--- src/rtl/display_pkg.sv ---
// Shared types and constants for the BCD display driver: digit type, FSM
// state encoding and the largest value the 8-digit display can show.
package display_pkg;

  localparam int unsigned NUM_DIGITS  = 8;
  localparam logic [26:0] MAX_DISPLAY = 27'd99_999_999;

  typedef logic [3:0] bcd_digit_t;

  typedef enum logic [1:0] {
    IDLE,
    SHIFT,
    PUBLISH
  } dd_state_t;

endpackage

--- src/rtl/bcd_add3.sv ---
// Double-dabble digit correction: add 3 to any BCD digit of 5 or more so the
// following left shift carries correctly into the next decade.
module bcd_add3
  import display_pkg::*;
(
  input  bcd_digit_t d,
  output bcd_digit_t q
);

  always_comb begin
    q = (d >= 4'd5) ? d + 4'd3 : d;
  end

endmodule

--- src/rtl/bcd_display_driver.sv ---
// Sequential binary-to-BCD converter (one bit per clock) with leading-zero
// blanking; display outputs only change once a full conversion has finished.
module bcd_display_driver
  import display_pkg::*;
#(
  parameter int unsigned BIN_WIDTH = 27
) (
  input  logic                 clock,
  input  logic                 reset,
  input  logic                 start,
  input  logic [BIN_WIDTH-1:0] bin_in,
  input  logic                 lz_blank_en,
  output logic                 busy,
  output logic                 done,
  output logic                 overflow,
  output logic [3:0]           BCD7,
  output logic [3:0]           BCD6,
  output logic [3:0]           BCD5,
  output logic [3:0]           BCD4,
  output logic [3:0]           BCD3,
  output logic [3:0]           BCD2,
  output logic [3:0]           BCD1,
  output logic [3:0]           BCD0,
  output logic [7:0]           blank
);

  localparam int unsigned CW = $clog2(BIN_WIDTH + 1);
  localparam int unsigned SW = 4 * NUM_DIGITS;

  dd_state_t             state;
  dd_state_t             state_nx;

  logic [SW-1:0]         scratch;
  logic [SW-1:0]         adj;
  logic [BIN_WIDTH-1:0]  sh;
  logic [CW-1:0]         cnt;
  logic                  lz_q;
  logic                  ovf_q;
  logic                  ovf_in;

  logic                  load;
  logic                  shift_en;
  logic                  publish;
  logic                  busy_d;
  logic                  done_d;

  logic [NUM_DIGITS-1:0] nz;
  logic [7:0]            blank_d;
  logic [SW-1:0]         disp_q;

  for (genvar g = 0; g < NUM_DIGITS; g++) begin : g_add3
    bcd_add3 u_add3 (
      .d (scratch[4*g +: 4]),
      .q (adj[4*g +: 4])
    );
  end

  // State register
  always_ff @(posedge clock or posedge reset) begin
    if (reset) begin
      state <= IDLE;
    end else begin
      state <= state_nx;
    end
  end

  // Next-state logic; SHIFT spends one extra cycle at cnt==0 before PUBLISH
  always_comb begin
    state_nx = state;
    unique case (state)
      IDLE:    if (start) state_nx = SHIFT;
      SHIFT:   if (cnt == '0) state_nx = PUBLISH;
      PUBLISH: state_nx = IDLE;
      default: state_nx = IDLE;
    endcase
  end

  // Output / control decode
  always_comb begin
    load     = (state == IDLE) && start;
    shift_en = (state == SHIFT) && (cnt != '0);
    publish  = (state == PUBLISH);
    busy_d   = (state_nx != IDLE);
    done_d   = publish;
  end

  always_comb begin
    ovf_in = 32'(bin_in) > 32'(MAX_DISPLAY);
  end

  // nz[i] is set when any digit from i up to the top digit is non-zero
  always_comb begin
    nz                 = '0;
    blank_d            = '0;
    nz[NUM_DIGITS-1]   = |scratch[SW-1 -: 4];
    for (int unsigned k = 1; k < NUM_DIGITS; k++) begin
      nz[NUM_DIGITS-1-k] = nz[NUM_DIGITS-k] | (|scratch[4*(NUM_DIGITS-1-k) +: 4]);
    end
    if (lz_q && !ovf_q) begin
      for (int unsigned i = 1; i < NUM_DIGITS; i++) begin
        blank_d[i] = ~nz[i];
      end
    end
  end

  always_ff @(posedge clock or posedge reset) begin
    if (reset) begin
      scratch  <= '0;
      sh       <= '0;
      cnt      <= '0;
      lz_q     <= 1'b0;
      ovf_q    <= 1'b0;
      disp_q   <= '0;
      blank    <= 8'hFE;
      overflow <= 1'b0;
      busy     <= 1'b0;
      done     <= 1'b0;
    end else begin
      busy <= busy_d;
      done <= done_d;
      if (load) begin
        sh      <= bin_in;
        scratch <= '0;
        cnt     <= CW'(BIN_WIDTH);
        lz_q    <= lz_blank_en;
        ovf_q   <= ovf_in;
      end else if (shift_en) begin
        scratch <= (adj << 1) | SW'(sh[BIN_WIDTH-1]);
        sh      <= sh << 1;
        cnt     <= cnt - CW'(1);
      end
      if (publish) begin
        disp_q   <= ovf_q ? {NUM_DIGITS{4'd9}} : scratch;
        blank    <= blank_d;
        overflow <= ovf_q;
      end
    end
  end

  assign BCD7 = disp_q[31:28];
  assign BCD6 = disp_q[27:24];
  assign BCD5 = disp_q[23:20];
  assign BCD4 = disp_q[19:16];
  assign BCD3 = disp_q[15:12];
  assign BCD2 = disp_q[11:8];
  assign BCD1 = disp_q[7:4];
  assign BCD0 = disp_q[3:0];

endmodule

--- config.mk ---
export PLATFORM = sky130hd
export DESIGN_NAME = bcd_display_driver
export DESIGN_NICKNAME = d
export VERILOG_FILES = /design/src/rtl/display_pkg.sv /design/src/rtl/bcd_add3.sv /design/src/rtl/bcd_display_driver.sv
export SDC_FILE = /design/constraint.sdc
export NUM_CORES = 1
export LEC_CHECK = 0
export CELL_PAD_IN_SITES_DETAIL_PLACEMENT = 0
export CELL_PAD_IN_SITES_GLOBAL_PLACEMENT = 2
export CORE_ASPECT_RATIO = 1.25
export CORE_MARGIN = 10
export CORE_UTILIZATION = 40
export DETAILED_ROUTE_END_ITERATION = 12
export DONT_BUFFER_PORTS = 1
export PLACE_DENSITY_LB_ADDON = 0.3
export SYNTH_ARGS = -nofsm -noshare
export SYNTH_HDL_FRONTEND = slang
export SYNTH_SLANG_ARGS = --single-unit
--- constraint.sdc ---
create_clock -name clock -period 5 [get_ports clock]
set_input_delay 1.25 -clock clock [delete_from_list [all_inputs] [get_ports clock]]
set_output_delay 1.25 -clock clock [all_outputs]
set_load 0.05 [all_outputs]
==> results.tsv <==
stage	metric	value	unit
clock_network	cts_buffer_depth	2	
sta	setup_viol	0	
clock_network	clk_latency	0.34	ns
floorplan	die_area	18300	um2
grt	grt_overflow	0	
grt	grt_max_degree	81	
synthesis	synth_seq_cells	110	
floorplan	chipWidth	123	um
sta	finalSetupTns	0	ns
finish	antennaDiodeCount	0	
critical_path	path_max_fanout	32	
grt	track_usage	13.5	%
floorplan	io_pins	74	
finish	final_common_cell	nand2_1	
critical_path	rrSetupSlack	2.50	ns
job	drv_cap	0	
critical_path	path_class	in -> reg	
clock_network	htree_levels	3	
min_path	min_to	sh[21]	
placement	hpwlAfterDp	8190	um
sta	fmax	394	MHz
drt	drc	0	
finish	design_area	5750	um2
sta	fin_ws	2.46	ns
power_and_ir_drop	power_switching	1.44	mW
synthesis	ys_types	40	
power_and_ir_drop	p_clk_share	21.5	%
clock_network	cts.sinks	110	
power_and_ir_drop	pwr-share-seq	45.5	%
sta	slew_viol_final	0	
status	status	finished, final reports clean	
floorplan	die_height	149	um
clock_network	cts_resized	0	
floorplan	fp.coreArea	13100	um2
sta	min_period_over_period	50.7	%
drt	drt-initial-drc-count	223	
sta	holdWs	0.479	ns
drt	vias	3796	
power_and_ir_drop	power_density	632	nW/um2
grt	grt_pass1_wl	20300	um
floorplan	core.rowCount	47	
critical_path	crit_path_end_kind	register	
synthesis	yosysWarnings	0	
placement	dpl.cell_count	697	
finish	drive_gt1_share	8.12	%
power_and_ir_drop	intPower	2.19	mW
power_and_ir_drop	p_sw_share	39.6	%
grt	grt_pass1_vias	4001	
finish	mostFrequentLayoutCells	106 x nand2_1, 103 x dfrtp_1, 60 x o21ai_0	
critical_path	required	5.28	ns
drt	ant_nets	0	
synthesis	ys_seq_area_share	52.1	%
clock_network	cts_root_buf	clkbuf_16	
critical_path	cp.arrival	2.81	ns
finish	final_cell_count_no_fill	713	
drt	drt-total-wl	11900	um
power_and_ir_drop	peakVddDrop	0.212	mV
power_and_ir_drop	p_total	3.63	mW
placement	io_buffers	0	
sta	finalHoldViolations	0	
floorplan	initial_core_util	40.4	%
finish	final_core_util	43.9	%
finish	areaGrowthSynthToFinish	8.49	%
synthesis	synthesis.area	5300	um2
sta	worst_pin_slew	1.02	ns
finish	fin_nets	591	
drt	post_drt_via_cell_ratio	5.32	
power_and_ir_drop	leakagePower	2.50	nW
synthesis	avgSynthCellArea	9.57	um2
clock_network	post_cts_buffers	0	
clock_network	cts_tree	done	
critical_path	timing.rr.end	scratch[27]	
placement	gp_congestion	0.727	
min_path	whs_path_depth	2	
clock_network	cts.reportedPaths.clkPinSlew	0.07	ns
sta	rsz0062_at_grt	no	
finish	n_fill_cell	1289	
power_and_ir_drop	p_comb_share	33.0	%
clock_network	cts_buffers	9	
grt	antenna_found_initial	0	
sta	relSlewSlack	31.9	%
min_path	hold_class	reg -> reg	
min_path	min_from	sh[21]	
critical_path	start_kind	input port	
sta	skew	0.00619	ns
synthesis	synthCells	554	
critical_path	reg2reg_from	cnt[0]	
critical_path	rr_worst_depth	7	
placement	dp_slack	2.09	ns
drt	drtPass1Iterations	5	
synthesis	synth_nets	608	
placement	dpl_cell_area	5430	um2
drt	wl_per_cell	16.8	um
clock_network	postCtsHoldBufs	0	
sta	layout_min_cycle_time	2.54	ns
==> sequential cells by signal (all words and copies together) (netlist names) <==
signal and count:
lz_q 1, done 1, busy 1, state 2
disp_q 32, sh 27, blank 7, scratch 32
ovf_q 1, overflow 1, cnt 5
==> synth_stat cells, drive strengths merged <==
cell	instances	area share [%]
nand4b	1	0.17
nand3b	1	0.14
nor4	3	0.35
a32o	8	1.5
or4b	1	0.19
mux2	8	1.7
o21ai	60	5.7
a221oi	1	0.17
a21oi	20	2.1
dfrtp	103	49
nand3	26	2.5
conb	1	0.071
inv	24	1.7
nor3b	10	1.5
or3b	3	0.50
xnor2	9	1.5
dfstp	7	3.5
o211ai	1	0.14
xor2	1	0.17
o31ai	19	2.7
and4	1	0.17
nand2b	18	2.1
nand4bb	1	0.21
nor2b	1	0.12
a22oi	26	3.7
o41ai	2	0.33
nor2	25	1.8
nor3	5	0.47
nor4b	1	0.17
nand4	4	0.47
ha	23	5.4
clkbuf	21	1.5
buf	12	1.2
nand2	107	7.6
==> metal layers <==
| metal | part of all wire, % | global-route usage, % |
|---|---|---|
| met3 | 6.8 | 3.41 |
| met5 | 0 | 0 |
| met1 | 44 | 16.7 |
| met4 | 1.5 | 4.61 |
| met2 | 48 | 22.3 |
==> power by group through the flow <==
| stage | logic [mW] | registers (mW) | clock network (mW) |
|---|---|---|---|
| 6_report | 1.20 | 1.65 | 0.781 |
| 2_1_floorplan | 1.02 | 1.57 | 0 |
| 4_1_cts | 1.22 | 1.66 | 0.802 |
| 3_3_place_gp | 1.17 | 1.66 | 0 |
| 3_5_place_dp | 1.22 | 1.67 | 0 |
| 5_1_grt | 1.40 | 1.70 | 0.838 |
==> worst max-delay path by stage <==
stage / from / end / slack, ns / cells past startpoint
floorplan: reset / busy / 0.86 / 1
global placement: start / scratch[19] / 2.13 / 6
detailed placement: start / scratch[27] / 2.09 / 6
CTS: start / scratch[7] / 2.45 / 6
global route: cnt[0] / scratch[7] / 2.29 / 7
finish: start / scratch[27] / 2.46 / 6
==> area by class of cell <==
cell class,count,area [um2],area share (%)
multi-input combinational,387,2320,40.3
timing repair buffer,5,37.5,0.652
clock buffer,13,260,4.52
tap,171,214,3.72
sequential,110,2760,48.0
inverter,24,92.6,1.61
clock inverter,3,67.6,1.17
==> worst max-delay path, cell delays in order <==
cell     delay (ns)
nor3b_4        0.12
buf_4          0.25
a21oi_4        0.60
inv_2          0.27
o31ai_1        0.13
a32o_1         0.17
==> cells by family (layout without fill, tap and decap cells) <==
family | count (synthesis) | count (layout) | synth area share, %
AO/OA/AOI/OAI | 137 | 137 | 16.3
XOR/XNOR | 10 | 10 | 1.65
adder cells (fa/ha/maj) | 23 | 23 | 5.43
buffers and inverters | 57 | 45 | 4.39
flip-flops | 110 | 110 | 52.1
multiplexers | 8 | 8 | 1.70
other | 1 | 1 | 0.0707
AND/OR/NAND/NOR | 208 | 208 | 18.4
(Power assumes the default switching activity.)
